**src/rtl/countdown_timer_ctrl.sv**
```systemverilog
// countdown_timer_ctrl: sequencer for a 3-digit BCD countdown clock (M:SS).
// Generates the count tick, presets the digits, drives the borrow enables
// and runs the IDLE/LOAD/RUN/PAUSE/EXPIRED state machine.
// Ports:
//   clk, resetN               clock, async active-low reset
//   start, pause, restart     one-cycle control pulses from game control
//   tc_units/tens/min         digit-is-zero flags from the counters
//   tens_val                  current seconds-tens digit (for warn)
//   loadN, datain_*           parallel preset load to all digits
//   ena_tick, ena_cnt_*       count strobe and per-digit borrow enables
//   running, expired          status levels
//   expire_pulse, warn        expiry strobe and low-time warning
module countdown_timer_ctrl #(
  parameter int         TICK_DIV     = 25_000_000,
  parameter logic [3:0] PRESET_MIN   = 4'd2,
  parameter logic [3:0] PRESET_TENS  = 4'd0,
  parameter logic [3:0] PRESET_UNITS = 4'd0,
  parameter logic [3:0] WARN_TENS    = 4'd1
) (
  input  logic       clk,
  input  logic       resetN,
  input  logic       start,
  input  logic       pause,
  input  logic       restart,
  input  logic       tc_units,
  input  logic       tc_tens,
  input  logic       tc_min,
  input  logic [3:0] tens_val,
  output logic       loadN,
  output logic [3:0] datain_units,
  output logic [3:0] datain_tens,
  output logic [3:0] datain_min,
  output logic       ena_tick,
  output logic       ena_cnt_units,
  output logic       ena_cnt_tens,
  output logic       ena_cnt_min,
  output logic       running,
  output logic       expired,
  output logic       expire_pulse,
  output logic       warn
);

  localparam int PW = (TICK_DIV > 1) ? $clog2(TICK_DIV) : 1;
  localparam logic [PW-1:0] LAST = PW'(TICK_DIV - 1);

  localparam logic [2:0] S_IDLE  = 3'd0;
  localparam logic [2:0] S_LOAD  = 3'd1;
  localparam logic [2:0] S_RUN   = 3'd2;
  localparam logic [2:0] S_PAUSE = 3'd3;
  localparam logic [2:0] S_EXP   = 3'd4;

  logic [2:0]    state;
  logic [2:0]    state_nx;
  logic [PW-1:0] presc;
  logic [PW-1:0] presc_nx;
  logic          all_zero;
  logic          in_run;
  logic          at_last;

  assign datain_units = PRESET_UNITS;
  assign datain_tens  = PRESET_TENS;
  assign datain_min   = PRESET_MIN;

  assign all_zero = tc_units & tc_tens & tc_min;
  assign in_run   = (state == S_RUN);
  assign at_last  = (presc == LAST);

  // Digits only move on ena_tick, so 0:00 is always seen (and the
  // chain stopped) before another tick could wrap them.
  assign ena_tick      = in_run & at_last & ~all_zero;
  assign ena_cnt_units = in_run;
  assign ena_cnt_tens  = in_run & tc_units;
  assign ena_cnt_min   = in_run & tc_units & tc_tens;

  // restart beats everything; expiry beats pause while running.
  always_comb begin
    state_nx = state;
    if (restart) begin
      state_nx = S_LOAD;
    end else begin
      case (state)
        S_IDLE:  if (start) state_nx = S_LOAD;
        S_LOAD:  state_nx = S_RUN;
        S_RUN: begin
          if (all_zero)   state_nx = S_EXP;
          else if (pause) state_nx = S_PAUSE;
        end
        S_PAUSE: if (pause) state_nx = S_RUN;
        S_EXP:   state_nx = S_EXP;
        default: state_nx = S_IDLE;
      endcase
    end
  end

  // Prescaler runs in RUN, freezes in PAUSE, is cleared elsewhere.
  always_comb begin
    presc_nx = presc;
    case (state)
      S_RUN:   presc_nx = at_last ? '0 : presc + 1'b1;
      S_PAUSE: presc_nx = presc;
      default: presc_nx = '0;
    endcase
  end

  always_ff @(posedge clk or negedge resetN) begin
    if (!resetN) begin
      state <= S_IDLE;
      presc <= '0;
    end else begin
      state <= state_nx;
      presc <= presc_nx;
    end
  end

  // Status outputs are registered from the next state so they line up
  // with the state they describe.
  always_ff @(posedge clk or negedge resetN) begin
    if (!resetN) begin
      loadN        <= 1'b1;
      running      <= 1'b0;
      expired      <= 1'b0;
      expire_pulse <= 1'b0;
      warn         <= 1'b0;
    end else begin
      loadN        <= (state_nx != S_LOAD);
      running      <= (state_nx == S_RUN);
      expired      <= (state_nx == S_EXP);
      expire_pulse <= (state_nx == S_EXP) & (state != S_EXP);
      warn         <= ((state == S_RUN) | (state == S_PAUSE))
                      & tc_min & (tens_val < WARN_TENS);
    end
  end

endmodule

```
**config.mk**
```make
export PLATFORM = sky130hd
export DESIGN_NAME = countdown_timer_ctrl
export DESIGN_NICKNAME = d
export VERILOG_FILES = /design/src/rtl/countdown_timer_ctrl.sv
export SDC_FILE = /design/constraint.sdc
export NUM_CORES = 1
export LEC_CHECK = 0
export CAP_MARGIN = 20
export CELL_PAD_IN_SITES_DETAIL_PLACEMENT = 0
export CELL_PAD_IN_SITES_GLOBAL_PLACEMENT = 2
export CORE_UTILIZATION = 30
export DETAILED_ROUTE_END_ITERATION = 7
export GPL_ROUTABILITY_DRIVEN = 0
export PLACE_DENSITY = 0.79
export SLEW_MARGIN = 20
export SYNTH_ARGS = -nofsm -noshare
export SYNTH_HDL_FRONTEND = slang
export SYNTH_SLANG_ARGS = --single-unit
export TNS_END_PERCENT = 10
```
**constraint.sdc**
```tcl
create_clock -name clk -period 4.3 [get_ports clk]
set_input_delay 0.86 -clock clk [delete_from_list [all_inputs] [get_ports clk]]
set_output_delay 0.86 -clock clk [all_outputs]
set_load 0.005 [all_outputs]
```
## Word-level counts from Yosys, hierarchy flattened

Index checks and enable logic that the tools add are counted.

- Reductions and logical operators: 1
- Bitwise logic cells: 11
- Equality and inequality tests: 9
- Order comparisons: 1
- Add/sub/neg operators: 1
- Mux-type cells: 8

Operators with widths:

| kind | count |
|---|---|
| 25-bit one-hot mux with 2 select lines | 1 |
| 25-bit by 1-bit adder with 25-bit output (second input constant) | 1 |
| 25-bit equality test (second input constant) | 1 |
| 25-bit two-way mux | 1 |
| 3-bit two-way mux | 5 |
| 3-bit one-hot mux with 5 select lines | 1 |
| 1-bit AND | 9 |
| 3-bit by 2-bit equality test with 1-bit output (second input constant) | 3 |
| 3-bit equality test (second input constant) | 2 |
| 4-bit by 1-bit < comparator with 1-bit output (second input constant) | 1 |
| 3-bit by 1-bit equality test with 1-bit output (second input constant) | 1 |
| 3-bit zero test | 1 |
| 3-bit by 1-bit inequality test with 1-bit output (second input constant) | 1 |
| 3-bit inequality test (second input constant) | 1 |
| 1-bit inverter | 1 |
| 1-bit OR | 1 |

- Input bits: 12
- Output and inout bits: 21
- Bits in registers: 33

## Logic depth before layout (Yosys ltp)

- Depth in word-level cells: 7
- Mapped depth: 8
- Gate-level depth less buffers: 6

## Worst setup path after synthesis

Ideal clock, no wire load.

- Kind: flip-flop to output port
- Start: reg presc[7]
- End: out ena_tick
- Data required time: 3.440 ns
- Setup slack: 1.876 ns
- Data arrival time: 1.564 ns
- Stages on the path, launching flop included: 6
- Path buffers: 1
- Cell sequence: dfrtp_1 > buf_6 > or4b_4 > nor4_4 > nand2_1 > nor3_1

- Cells in the longest elaborated chain, start to end: 3

Ends and longest elaborated chain:

| element | line | RTL |
|---|---|---|
| start: declaration | 54 | `logic [PW-1:0] presc;` |
| start signal: assignment | 111 | `presc <= presc_nx;` |
| 25-bit equality test | 66 | `assign at_last = (presc == LAST);` |
| 1-bit AND (2 in a row) | 70 | `assign ena_tick = in_run & at_last & ~all_zero;` |
| end: declaration | 33 | `output logic ena_tick,` |

No other way between the ends.

## Final worst setup path

- Start: reg presc[0]
- End: out ena_tick

The elaborated chain is that of the path after synthesis.

==> out/results.ini <==
[place]
io_buffers = 20
detailedPlace.worstSlack_ns = 1.24
dpl.hpwl_mm = 2.93
postPlaceCellArea_sq_um = 2100
dp_cells = 297

[synthesis]
synthCells = 212
synth.area.top_cells = dfrtp_1, a31oi_1, buf_4
synth_flop_cell = dfrtp_1
ys_ff_latch = 33
synth_common_cells = dfrtp_1, nand2_1, a31oi_1, a21oi_1
synth_top_area_cell = dfrtp_1
ys_seq_area_share_pct = 43.3
yosysMostFrequentCell = dfrtp_1
syn_area_sq_um = 1910
yosysWarnings = 0
synth_top_area_share_pct = 41.9
yosysUniqueCellTypes = 39
synth-edff-count = 0
syn_area_per_cell_sq_um = 9.01
synthArstFlopShare_pct = 100

[worst_setup_path]
worstSetupPathDepth = 6
critical_path_arrival_ns = 2.48
r2r_slack_ns = 1.90
cp-startpoint = presc[0]
cp_num_buf_inv = 1
critPathMaxFanout = 7
cpMaxStageDelayCell = clkdlybuf4s50_1
required_ns = 3.44
timing.rr.start = presc[0]
worst-setup-path-type = flip-flop to output pin
r2r-end = presc[22]
cp-endpoint = ena_tick
worst-r2r-cell-count = 6
endpoint_kind = output pin
critPathLaunchType = flip-flop
cp_cell_sequence = ha_1 > nand4_1 > nor4_2 > nand2_1 > nor3_1 > clkdlybuf4s50_1
cp_top_family = simple AND/OR/NAND/NOR gates
critPathMaxStageDelay_ns = 0.53

[global_route]
first_global_vias = 1510
gr-usage-all-layers_pct = 14.9
antenna_found_initial = 0
grt_start_max_net_pins = 45
grt_pass1_wl_mm = 7.34
gr-total-overflow = 0

[floorplanning]
dieArea_sq_um = 6690
die_w_um = 81.8
start_util_pct = 31.7
core_region_area_sq_um = 6030
die_h_um = 81.8
rows = 28
io_pins = 33

[route]
drcViolationCount = 0
dr.pass1.iters = 5
routed_wl_mm = 4.32
wire_per_inst_um = 14.1
initialDrtViolationCount = 84
via_count = 1586
drtAntennaViolNets = 0
viasPerCell = 5.20

[timing]
maxSlewHeadroom_pct = 55.4
fin_crit_ns = 3.34
setup_ws_ns = 0.961
worst_pin_slew_ns = 0.663
rsz0062_at_grt = false
holdWs_ns = 0.519
finClkSkew_ns = 0.00901
fmax_ghz = 0.299
final_hold_viol_count = 0
slew_viol_final = 0
fin_setup_tns_ns = 0
finalCritPeriodShare_pct = 77.7
finalSetupViolations = 0

[clock_tree]
cts-root-buf = clkbuf_8
cts.repair.resized = 0
clk_pin_slew_worst_paths_ns = 0.07
cts.sinks = 33
hold_buffers = 0
clockBufferDepth = 2
post_cts_buffers = 0
h-tree-depth = 2
cts_tree = done
cts_made_buffers = 5
clk_latency_ns = 0.29

[pwr]
irDropWorstVdd_mv = 0.117
p_per_area_nw_per_um2 = 318
finalPower_mw = 0.705
leakagePower_nw = 0.889

[layout]
final_area_sq_um = 2220
fin_nets = 242
multi_input_area_sq_um = 935
diodes = 0
drive_gt1_share_pct = 7.83
syn_to_final_growth_pct = 16.1
seq_area_sq_um = 827
n_fill_cell = 627
final_util_pct = 36.8
fin_cells = 305

[outcome]
status = complete, no violations

[flow_run]
max_cap_violations = 0

[hold_path]
min_path_type = flip-flop to flip-flop

layout by cell type, fill, tap and decap left out, types with 6 or more instances in the layout:
master | Yosys | layout
dfrtp_1 | 32 | 32
nand2_1 | 20 | 20
clkdlybuf4s50_1 | 0 | 20
a31oi_1 | 16 | 16
a21oi_1 | 14 | 14
nor2_1 | 13 | 13
nand3_1 | 13 | 13
conb_1 | 2 | 12
nand4_1 | 8 | 8
nand2b_1 | 7 | 7
and3_1 | 7 | 7
inv_1 | 6 | 6
clkbuf_8 | 0 | 6
sequential cells by signal, indices dropped and copies added (netlist names):
name	cells
expire_pulse	1
presc	25
state	3
warn	1
running	1
expired	1
loadN	1
where the power goes:
| part | switching, mW | total, mW | internal (mW) | leakage (nW) |
|---|---|---|---|---|
| Clock | 0.119 | 0.308 | 0.189 | 0.0585 |
| Sequential | 0.00727 | 0.325 | 0.318 | 0.451 |
| Combinational | 0.0419 | 0.0726 | 0.0306 | 0.380 |
| Total | 0.168 | 0.705 | 0.537 | 0.889 |
worst min-delay path by stage:
stage | start | to | slack, ns | depth (start not counted)
6_report | presc[15] | presc[15] | 0.52 | 1
5_1_grt | presc[21] | presc[21] | 0.56 | 1
4_1_cts | presc[15] | presc[15] | 0.51 | 1
3_5_place_dp | presc[15] | presc[15] | 0.50 | 1
3_3_place_gp | presc[10] | presc[10] | 0.50 | 1
2_1_floorplan | presc[15] | presc[15] | 0.46 | 1
cells by family (layout without fill, tap and decap cells):
logic type               count (synthesis)  in the layout  share of synthesized area [%]
other                                    2             12                          0.393
XOR/XNOR                                 1              1                          0.459
multiplexers                             2              2                           1.11
adder cells (fa/ha/maj)                  1              1                          0.655
AND/OR/NAND/NOR                         96             96                           28.4
AO/OA/AOI/OAI                           48             48                           16.0
buffers and inverters                   29             37                           9.70
flip-flops                              33             33                           43.3
metal layers:
layer | up-vias | global-route usage, % | part of all wire, %
li1 | 787 | - | -
met1 | 757 | 18.9 | 50
met2 | 35 | 23.1 | 44
met3 | 7 | 3.78 | 4.0
met4 | 0 | 7.89 | 2.0
met5 | - | 0 | 0
layout make-up:
cell class	count	area share, %
multi-input cells	160	42.2
flip-flops and latches	33	37.3
repair buffers	23	10.0
well taps	75	4.23
clock buffers	7	3.89
clock inverters	1	1.35
inverters	6	1.02
No activity file was read; power rests on OpenSTA's default activity.
